File: src/rtl/dyn_segled_pkg.sv
// dyn_segled_pkg: shared constants for the multiplexed 7-segment driver.
//   - register byte offsets (decoded on addr[3:2], addr[1:0] ignored)
//   - hex-to-segment table, active-high, bit order {g,f,e,d,c,b,a}
//   - decoded address width
package dyn_segled_pkg;

    localparam int ADDR_W = 4;

    localparam logic [ADDR_W-1:0] OFF_DATA = 4'h0;
    localparam logic [ADDR_W-1:0] OFF_EN   = 4'h4;
    localparam logic [ADDR_W-1:0] OFF_DIV  = 4'h8;
    localparam logic [ADDR_W-1:0] OFF_DP   = 4'hC;

    // Entry i is the active-high segment pattern for hex digit i.
    // These are the bitwise complement of the usual common-anode codes
    // (0 -> C0, 1 -> F9, ...); 'b' and 'd' use the lowercase shapes.
    localparam logic [15:0][6:0] HEX_SEG = {
        7'h71, 7'h79, 7'h5E, 7'h39,   // F E d C
        7'h7C, 7'h77, 7'h6F, 7'h7F,   // b A 9 8
        7'h07, 7'h7D, 7'h6D, 7'h66,   // 7 6 5 4
        7'h4F, 7'h5B, 7'h06, 7'h3F    // 3 2 1 0
    };

endpackage

File: src/rtl/seg_hex_decode.sv
// seg_hex_decode: combinational hex digit to 7-segment decoder.
//   hex_i  in  4  hex value 0..F
//   seg_o  out 7  active-high segments {g,f,e,d,c,b,a}
// Pin polarity is applied by the instantiating block.
module seg_hex_decode
    import dyn_segled_pkg::*;
(
    input  logic [3:0] hex_i,
    output logic [6:0] seg_o
);

    assign seg_o = HEX_SEG[hex_i];

endmodule

File: src/rtl/dyn_segled.sv
// dyn_segled: memory-mapped driver for a multiplexed (dynamic) 7-segment
// display of up to 8 digits.
//   clk, rst       clock, asynchronous active-high reset
//   wr/waddr/wdata one-cycle register write
//   rd/raddr/rdata one-cycle register read, rdata valid the cycle after rd
//   seg_pin        segments {dp,g,f,e,d,c,b,a}
//   dig_pin        digit selects, bit i = digit i
// Registers: 0x0 DATA (nibble per digit), 0x4 EN[7:0], 0x8 DIV[15:0],
// 0xC DP[7:0] only when DYN_SEGLED_DP_EN is defined (otherwise reads 0 and
// the decimal point stays dark).
module dyn_segled
    import dyn_segled_pkg::*;
#(
    parameter int NUM_DIGITS     = 8,
    parameter int DIV_RESET      = 50000,
    parameter int SEG_ACTIVE_LOW = 1,
    parameter int DIG_ACTIVE_LOW = 1
) (
    input  logic                  clk,
    input  logic                  rst,
    input  logic                  wr,
    input  logic [31:0]           waddr,
    input  logic [31:0]           wdata,
    input  logic                  rd,
    input  logic [31:0]           raddr,
    output logic [31:0]           rdata,
    output logic [7:0]            seg_pin,
    output logic [NUM_DIGITS-1:0] dig_pin
);

    localparam int IDX_W = (NUM_DIGITS > 1) ? $clog2(NUM_DIGITS) : 1;

    // "Everything off" pin levels; XOR with these applies polarity.
    localparam logic [7:0] SEG_OFF = (SEG_ACTIVE_LOW != 0) ? 8'hFF : 8'h00;
    localparam logic [NUM_DIGITS-1:0] DIG_OFF =
        (DIG_ACTIVE_LOW != 0) ? {NUM_DIGITS{1'b1}} : {NUM_DIGITS{1'b0}};

    logic [31:0]           data_q;
    logic [7:0]            en_q;
    logic [15:0]           div_q;
    logic [7:0]            dp_mask;
    logic [15:0]           scan_cnt_q, scan_cnt_d;
    logic [IDX_W-1:0]      dig_idx_q, dig_idx_d;
    logic [31:0]           rdata_q, rdata_d;
    logic [7:0]            seg_q, seg_d;
    logic [NUM_DIGITS-1:0] dig_q, dig_d;

    // ---------------- register decode ----------------
    logic [ADDR_W-1:0] wsel, rsel;
    assign wsel = {waddr[3:2], 2'b00};
    assign rsel = {raddr[3:2], 2'b00};

    logic wr_data, wr_en, wr_div;
    assign wr_data = wr && (wsel == OFF_DATA);
    assign wr_en   = wr && (wsel == OFF_EN);
    assign wr_div  = wr && (wsel == OFF_DIV);

    logic unused_addr;
    assign unused_addr = ^{waddr[31:4], waddr[1:0], raddr[31:4], raddr[1:0]};

    always_ff @(posedge clk or posedge rst) begin
        if (rst) begin
            data_q <= '0;
            en_q   <= '0;
            div_q  <= 16'(DIV_RESET);
        end else begin
            if (wr_data) data_q <= wdata;
            if (wr_en)   en_q   <= wdata[7:0];
            if (wr_div)  div_q  <= wdata[15:0];
        end
    end

`ifdef DYN_SEGLED_DP_EN
    logic [7:0] dp_q;
    logic       wr_dp;
    assign wr_dp = wr && (wsel == OFF_DP);

    always_ff @(posedge clk or posedge rst) begin
        if (rst)        dp_q <= '0;
        else if (wr_dp) dp_q <= wdata[7:0];
    end
    assign dp_mask = dp_q;
`else
    assign dp_mask = 8'h00;
`endif

    // Read mux works on the current register values, so a read that
    // coincides with a write to the same register returns the old value.
    always_comb begin
        rdata_d = '0;
        case (rsel)
            OFF_DATA: rdata_d = data_q;
            OFF_EN:   rdata_d = {24'b0, en_q};
            OFF_DIV:  rdata_d = {16'b0, div_q};
            OFF_DP:   rdata_d = {24'b0, dp_mask};
            default:  rdata_d = '0;
        endcase
    end

    // ---------------- scan counter ----------------
    logic [15:0] div_eff;
    assign div_eff = (div_q == 16'd0) ? 16'd1 : div_q;

    always_comb begin
        scan_cnt_d = scan_cnt_q + 16'd1;
        dig_idx_d  = dig_idx_q;
        if (wr_div) begin
            // New divider restarts the current slot; digit stays put.
            scan_cnt_d = '0;
        end else if (scan_cnt_q >= div_eff - 16'd1) begin
            scan_cnt_d = '0;
            dig_idx_d  = (dig_idx_q == IDX_W'(NUM_DIGITS - 1)) ? '0
                                                              : dig_idx_q + IDX_W'(1);
        end
    end

    // ---------------- output stage ----------------
    logic [7:0][3:0] nib;
    logic [2:0]      sel;
    logic [6:0]      seg_raw;
    logic            digit_on;

    assign nib      = data_q;
    assign sel      = 3'(dig_idx_q);
    assign digit_on = en_q[sel];

    seg_hex_decode u_dec (
        .hex_i (nib[sel]),
        .seg_o (seg_raw)
    );

    // Both pin sets come from the same dig_idx_q in one register stage,
    // so exactly one select (or none) is active in any cycle.
    always_comb begin
        seg_d = SEG_OFF;
        dig_d = DIG_OFF;
        if (digit_on) begin
            seg_d = {dp_mask[sel], seg_raw} ^ SEG_OFF;
            dig_d = (NUM_DIGITS'(1) << dig_idx_q) ^ DIG_OFF;
        end
    end

    always_ff @(posedge clk or posedge rst) begin
        if (rst) begin
            scan_cnt_q <= '0;
            dig_idx_q  <= '0;
            rdata_q    <= '0;
            seg_q      <= SEG_OFF;
            dig_q      <= DIG_OFF;
        end else begin
            scan_cnt_q <= scan_cnt_d;
            dig_idx_q  <= dig_idx_d;
            if (rd) rdata_q <= rdata_d;
            seg_q      <= seg_d;
            dig_q      <= dig_d;
        end
    end

    assign rdata   = rdata_q;
    assign seg_pin = seg_q;
    assign dig_pin = dig_q;

endmodule

File: config.mk
export PLATFORM = sky130hd
export DESIGN_NAME = dyn_segled
export DESIGN_NICKNAME = d
export VERILOG_FILES = /design/src/rtl/dyn_segled_pkg.sv /design/src/rtl/seg_hex_decode.sv /design/src/rtl/dyn_segled.sv
export SDC_FILE = /design/constraint.sdc
export NUM_CORES = 1
export LEC_CHECK = 0
export CAP_MARGIN = 30
export CORE_ASPECT_RATIO = 1.25
export CORE_MARGIN = 5
export CORE_UTILIZATION = 45
export CTS_CLUSTER_DIAMETER = 80
export CTS_CLUSTER_SIZE = 20
export DETAILED_ROUTE_END_ITERATION = 10
export GPL_TIMING_DRIVEN = 0
export PLACE_DENSITY = 0.87
export SLEW_MARGIN = 20
export SYNTH_ARGS = -nofsm -noshare
export SYNTH_HDL_FRONTEND = slang
export SYNTH_SLANG_ARGS = --single-unit
File: constraint.sdc
create_clock -name clk -period 3.7 [get_ports clk]
set_input_delay 0.74 -clock clk [delete_from_list [all_inputs] [get_ports clk]]
set_output_delay 0.74 -clock clk [all_outputs]
set_load 0.02 [all_outputs]
Word-level counts from Yosys, hierarchy flattened
Memories as Yosys holds them, arrays and structs flattened.
Index checks and enable logic that the tools add are counted.
{"block": "word_totals", "ff_bits": 123, "romBits": 120, "input_bits": 100, "elab_cells": 45, "n_memories": 2}
{"memory": "(no name shown)", "depth": 16, "width": 7, "rd": 1, "rd_ports_with_merged_regs": 0, "wr": 0, "line": "seg_hex_decode.sv:12", "text": "assign seg_o = HEX_SEG[hex_i];"}
{"memory": "(no name shown)", "depth": 8, "width": 1, "rd": 1, "rd_ports_with_merged_regs": 0, "wr": 0, "line": "dyn_segled.sv:138", "text": "seg_d = {dp_mask[sel], seg_raw} ^ SEG_OFF;"}
{"block": "op_classes", "add_sub_neg": 3, "n_lt_le_gt_ge": 3, "n_eq_ne": 5, "shift": 1, "muxes": 13, "bitwise": 3, "reduce_logical": 7}
{"cell": "case mux 32 bit (3 select lines)", "n": 1}
{"cell": "2-to-1 mux 16 bit", "n": 3}
{"cell": "adder 16 x 1 -> 16 bit (second input constant)", "n": 1}
{"cell": "greater-or-equal comparator 16 bit", "n": 1}
{"cell": "logical NOT 16 bit", "n": 1}
{"cell": "2-to-1 mux 8 bit", "n": 2}
{"cell": "NOT 8 bit", "n": 2}
{"cell": "subtractor 16 x 1 -> 16 bit (second input constant)", "n": 1}
{"cell": "binary-select mux 4 bit (select 3 bit)", "n": 1}
{"cell": "logical NOT 4 bit", "n": 2}
{"cell": "<< shifter 1 x 3 -> 8 bit (first input constant)", "n": 1}
{"cell": "2-to-1 mux 7 bit", "n": 1}
{"cell": "less-than comparator 4 x 5 -> 1 bit (second input constant)", "n": 1}
{"cell": "== test 2 x 1 -> 1 bit (second input constant)", "n": 2}
{"cell": "== test 2 bit (second input constant)", "n": 2}
{"cell": "less-than comparator 3 x 4 -> 1 bit (second input constant)", "n": 1}
{"cell": "2-to-1 mux 4 bit", "n": 1}
{"cell": "adder 3 x 1 -> 3 bit (second input constant)", "n": 1}
{"cell": "binary-select mux 1 bit (select 3 bit)", "n": 1}
{"cell": "== test 3 bit (second input constant)", "n": 1}
{"cell": "logical AND 1 bit", "n": 3}
{"cell": "2-to-1 mux 3 bit", "n": 1}
{"cell": "2-to-1 mux 1 bit", "n": 2}
{"cell": "AND reduction 2 bit", "n": 1}
{"cell": "NOT 1 bit", "n": 1}

Logic depth before layout (Yosys ltp)
Gate-level depths: netlist (run 1).
{"block": "depth", "ltp_word": 6, "ltp_mapped": 18, "ltp_nobuf": 17}

By module
A second synthesis (run 1) with hierarchy kept.
{"block": "unflattened", "cells_unflattened": 582, "hier_area_um2": 6164.7}
{"mod": "dyn_segled", "instances": 1, "cells_each": 549, "area_each_um2": 5878.1}
{"mod": "seg_hex_decode", "instances": 1, "cells_each": 33, "area_each_um2": 286.5}

Worst setup path after synthesis (run 1)
No wires, ideal clock.
{"block": "synth_timing", "path_kind": "reg2reg", "start": "reg div_q[2]", "end": "reg dig_idx_q[0]", "setup_ps": 125, "arrival_time_ps": 3754, "required_time_ps": 3575, "slack_ps": -178, "path_stages_with_launch": 18, "path_cell_list": "dfrtp_1 > or4_4 > nor4_4 > nand2_1 > or2_1 > nor2b_1 > ha_1 > nor3b_1 > and3b_1 > nand2_1 > or4_1 > xor2_1 > ha_1 > nand4_1 > nor2_1 > a31oi_1 > a31oi_1 > mux2_2"}
{"block": "synth_via", "elab_chain_cells": 5}
{"element": "start, declared", "line": "dyn_segled.sv:40", "text": "logic [15:0] div_q;"}
{"element": "start signal, assigned", "line": "dyn_segled.sv:65", "text": "div_q <= 16'(DIV_RESET);"}
{"element": "start signal, assigned", "line": "dyn_segled.sv:69", "text": "if (wr_div) div_q <= wdata[15:0];"}
{"element": "logical NOT 16 bit", "line": "dyn_segled.sv:102", "text": "assign div_eff = (div_q == 16'd0) ? 16'd1 : div_q;"}
{"element": "2-to-1 mux 16 bit (*)", "line": "dyn_segled.sv:102"}
{"element": "subtractor 16 x 1 -> 16 bit (*)", "line": "dyn_segled.sv:110", "text": "end else if (scan_cnt_q >= div_eff - 16'd1) begin"}
{"element": "greater-or-equal comparator 16 bit (*)", "line": "dyn_segled.sv:110"}
{"element": "AND reduction 2 bit (no source line) (*)"}
{"element": "end signal, assigned", "line": "dyn_segled.sv:152", "text": "dig_idx_q <= dig_idx_d;"}
{"element": "end, declared", "line": "dyn_segled.sv:43", "text": "logic [IDX_W-1:0] dig_idx_q, dig_idx_d;"}
Every way passes the cells marked *; elsewhere a longest branch is shown, timed or not.
A chain may end at the register's enable or synchronous reset.

Worst setup path after layout (run 1)
{"block": "layout_timing", "start": "reg div_q[3]", "end": "reg scan_cnt_q[5]"}
{"block": "layout_via", "elab_chain_cells": 6}
{"element": "logical NOT 16 bit", "line": "dyn_segled.sv:102"}
{"element": "2-to-1 mux 16 bit (*)", "line": "dyn_segled.sv:102"}
{"element": "subtractor 16 x 1 -> 16 bit (*)", "line": "dyn_segled.sv:110"}
{"element": "greater-or-equal comparator 16 bit (*)", "line": "dyn_segled.sv:110"}
{"element": "2-to-1 mux 16 bit (*)", "line": "dyn_segled.sv:110"}
{"element": "2-to-1 mux 16 bit (*)", "line": "dyn_segled.sv:107", "text": "if (wr_div) begin"}
{"element": "via scan_cnt_d[5]", "line": "dyn_segled.sv:42", "text": "logic [15:0] scan_cnt_q, scan_cnt_d;"}
{"element": "end signal, assigned", "line": "dyn_segled.sv:151", "text": "scan_cnt_q <= scan_cnt_d;"}
{"element": "end, declared", "line": "dyn_segled.sv:42"}
The timed path passes the listed nets; every way through them passes the cells marked *.

==> results.json, run 1 <==
{
  "status": "finished, violations left",
  "violations": "setup timing",
  "die_x_um": 115,
  "die-area_um2": 16200,
  "powerDensity_nw_per_um2": 643,
  "ys_warn_count": 0,
  "synth.avg_cell_area_um2": 10.8,
  "seq_area_frac_synth_pct": 49.7,
  "maxClockFrequency_mhz": 247,
  "grt-ovfl-total": 0,
  "grt_pass1_wl_um": 25800,
  "cp-end-kind": "flip-flop",
  "fin_tns_setup_ps": -5950,
  "routedWlPerCell_um": 18.4,
  "critical_path_arrival_ps": 4390,
  "die_h_um": 141,
  "p_seq_share_pct": 34.6,
  "hpwl_um": 11000,
  "dpl-instance-area_um2": 7380,
  "path_clk_slew_ps": 50,
  "p_int_mw": 3.58,
  "holdCritPathClass": "flip-flop to flip-flop",
  "ys.flop_type": "dfrtp_1",
  "cts_buffers": 17,
  "vias": 4875,
  "routed_wl_um": 16300,
  "skew_ps": 6.33,
  "syn_inst": 575,
  "grt_pass1_vias": 5042,
  "clock_latency_ps": 410,
  "cts_hold_buf": 0,
  "timing.final.crit_share_pct": 109,
  "power.switching_mw": 1.69,
  "portBuffers": 85,
  "cp-start-kind": "flip-flop",
  "cap_violations": 0,
  "track_usage_pct": 20.2,
  "synth_area_um2": 6190,
  "root_buffer": "clkbuf_16",
  "clock-sinks": 122,
  "ys_ff_latch": 122,
  "hold_viol": 0,
  "cts_tree": "done",
  "worstPathMaxFanout": 5,
  "htree_num_levels": 4,
  "synthToLayoutAreaGrowth_pct": 32.4,
  "min_period_ps": 4040,
  "final-max-slew-violation-count": 0,
  "p_leak_nw": 3.57,
  "whs_path_depth": 1,
  "synth-async-reset-ratio_pct": 100,
  "firstDrtPassIters": 4,
  "rr_worst_depth": 18,
  "pre_cts_ws_ps": -712,
  "drc": 0,
  "grt_setup_unrepaired": "true",
  "setup_ws_ps": -342,
  "stdcell_area_um2": 8200,
  "ir_drop_v": 0.000411,
  "start_util_pct": 45.2,
  "postRouteAntennaNets": 0,
  "clkPwrFrac_pct": 33.7,
  "clockBufferDepth": 2,
  "gp_congestion": 0.832,
  "antenna_found_initial": 0,
  "ioPinCount": 148,
  "via_per_inst": 5.50,
  "row_count": 48,
  "final_common_cell": "dfrtp_1",
  "nNetsFinal": 829,
  "slew_headroom_pct": 39.1,
  "coreArea_um2": 13700,
  "p_comb_share_pct": 31.7,
  "n_fill_cell": 1003,
  "ys_types": 54,
  "num_antenna_cells": 0,
  "worstPathRequired_ps": 4040,
  "layout_common_cells": "dfrtp_1, nand2_1, clkdlybuf4s50_1, mux2_2, inv_1",
  "tightest_slew_ps": 912,
  "dr.first_iter.drc_count": 353,
  "setup_viol": 19,
  "drive_gt1_share_pct": 24.0,
  "grt_max_degree": 35,
  "syn_nets": 705,
  "swShare_pct": 32.1,
  "critPathKind": "flip-flop to flip-flop",
  "synth-edff-count": 0
}
==> power groups by stage <==
| stage | clock (mW) | combinational (mW) | sequential (mW) |
|---|---|---|---|
| floorplan | 0 | 0.991 | 1.88 |
| global placement | 0 | 1.50 | 1.82 |
| detailed placement | 0 | 1.56 | 1.84 |
| CTS | 1.78 | 1.62 | 1.82 |
| global route | 1.85 | 1.80 | 1.86 |
| finish | 1.78 | 1.67 | 1.83 |
==> through the flow <==
stage	hold WS, ps	power [mW]	utilization, %	std cells
4_1_cts	478	5.22	59.4	880
3_3_place_gp	459	3.32	53.4	835
6_report	482	5.28	59.9	887
5_1_grt	501	5.52	59.9	887
3_5_place_dp	469	3.39	53.9	838
2_1_floorplan	443	2.88	-	575
==> synthesized netlist by cell type (13+ instances only) <==
library cell	instances	area share, %
dfrtp_1	101	41
nand2_1	90	5.5
mux2_2	43	7.8
nor2_1	43	2.6
inv_1	37	2.2
ha_1	30	6.1
mux2i_1	26	4.2
a21oi_1	22	1.8
dfstp_2	21	8.9
o21ai_0	21	1.7
xor2_1	14	2.0
clkbuf_1	13	0.79
==> critical path, stage by stage, from the launching register on <==
cell and delay (ps):
dfrtp_2 410, or4_4 570, nor4_4 230, nand2_2 110, or2_1 260, nor2b_4 150
ha_4 150, nor3b_4 150, and3b_2 230, nand2_2 70, or4_4 120, xor2_1 160
ha_1 260, nand4_1 120, nor2_1 80, a311oi_2 300, nand4_1 270, buf_4 240
nor2_1 80
==> final cells by class <==
type / instances / area, um2 / share of cell area (%)
Buffer: 23 / 123 / 1.49
Timing Repair Buffer: 106 / 1050 / 12.8
Inverter: 38 / 146 / 1.78
Clock buffer: 21 / 470 / 5.73
Tap cell: 175 / 219 / 2.67
Multi-Input combinational cell: 391 / 2950 / 35.9
Sequential cell: 122 / 3080 / 37.6
Clock inverter: 11 / 168 / 2.04
==> logic make-up after synthesis <==
group,synth area share (%)
flip-flops,49.7
other,0.0605
buffers and inverters,4.24
AND/OR/NAND/NOR,14.4
XOR/XNOR,3.39
adder cells (fa/ha/maj),6.06
AO/OA/AOI/OAI,7.23
multiplexers,14.9
==> registers in the layout (all words and copies together) (netlist names) <==
signal,count
dig_pin,8
seg_pin,7
rdata,32
data_q,32
scan_cnt_q,16
dig_idx_q,3
en_q,8
div_q,16
==> what timing repair did <==
action,4_1_cts,5_1_grt
gates resized for setup,14,7
pin swaps,17,1
buffers inserted,11,6
gates cloned,0,1
endpoints found under the setup margin,19,19
==> per-layer routing <==
metal / GRT usage, % / routed length, um / vias to the layer above
met2: 35.9 / 8950 / 185
met3: 4.85 / 841 / 64
met4: 10.4 / 792 / 0
met1: 21.9 / 5730 / 2405
met5: 0 / 0 / -
li1: - / - / 2221
==> path summary, 6_finish.rpt <==
kind,start,end,slack [ps]
setup reg to reg,div_q[3],scan_cnt_q[5],-340
hold reg to reg,scan_cnt_q[0],scan_cnt_q[0],480
hold / removal,scan_cnt_q[0],scan_cnt_q[0],480
setup / recovery,div_q[3],scan_cnt_q[5],-340
min in group asynchronous,rst,dig_idx_q[1],740
max in group asynchronous,rst,div_q[6],2110
No activity file was read; power rests on OpenSTA's default activity.
==> run 2: changes to the inputs <==
- CTS_CLUSTER_DIAMETER: 80 -> 30
==> results of run 2 <==
Same layout as run 1: the final DEF is identical, and so are final timing and power.
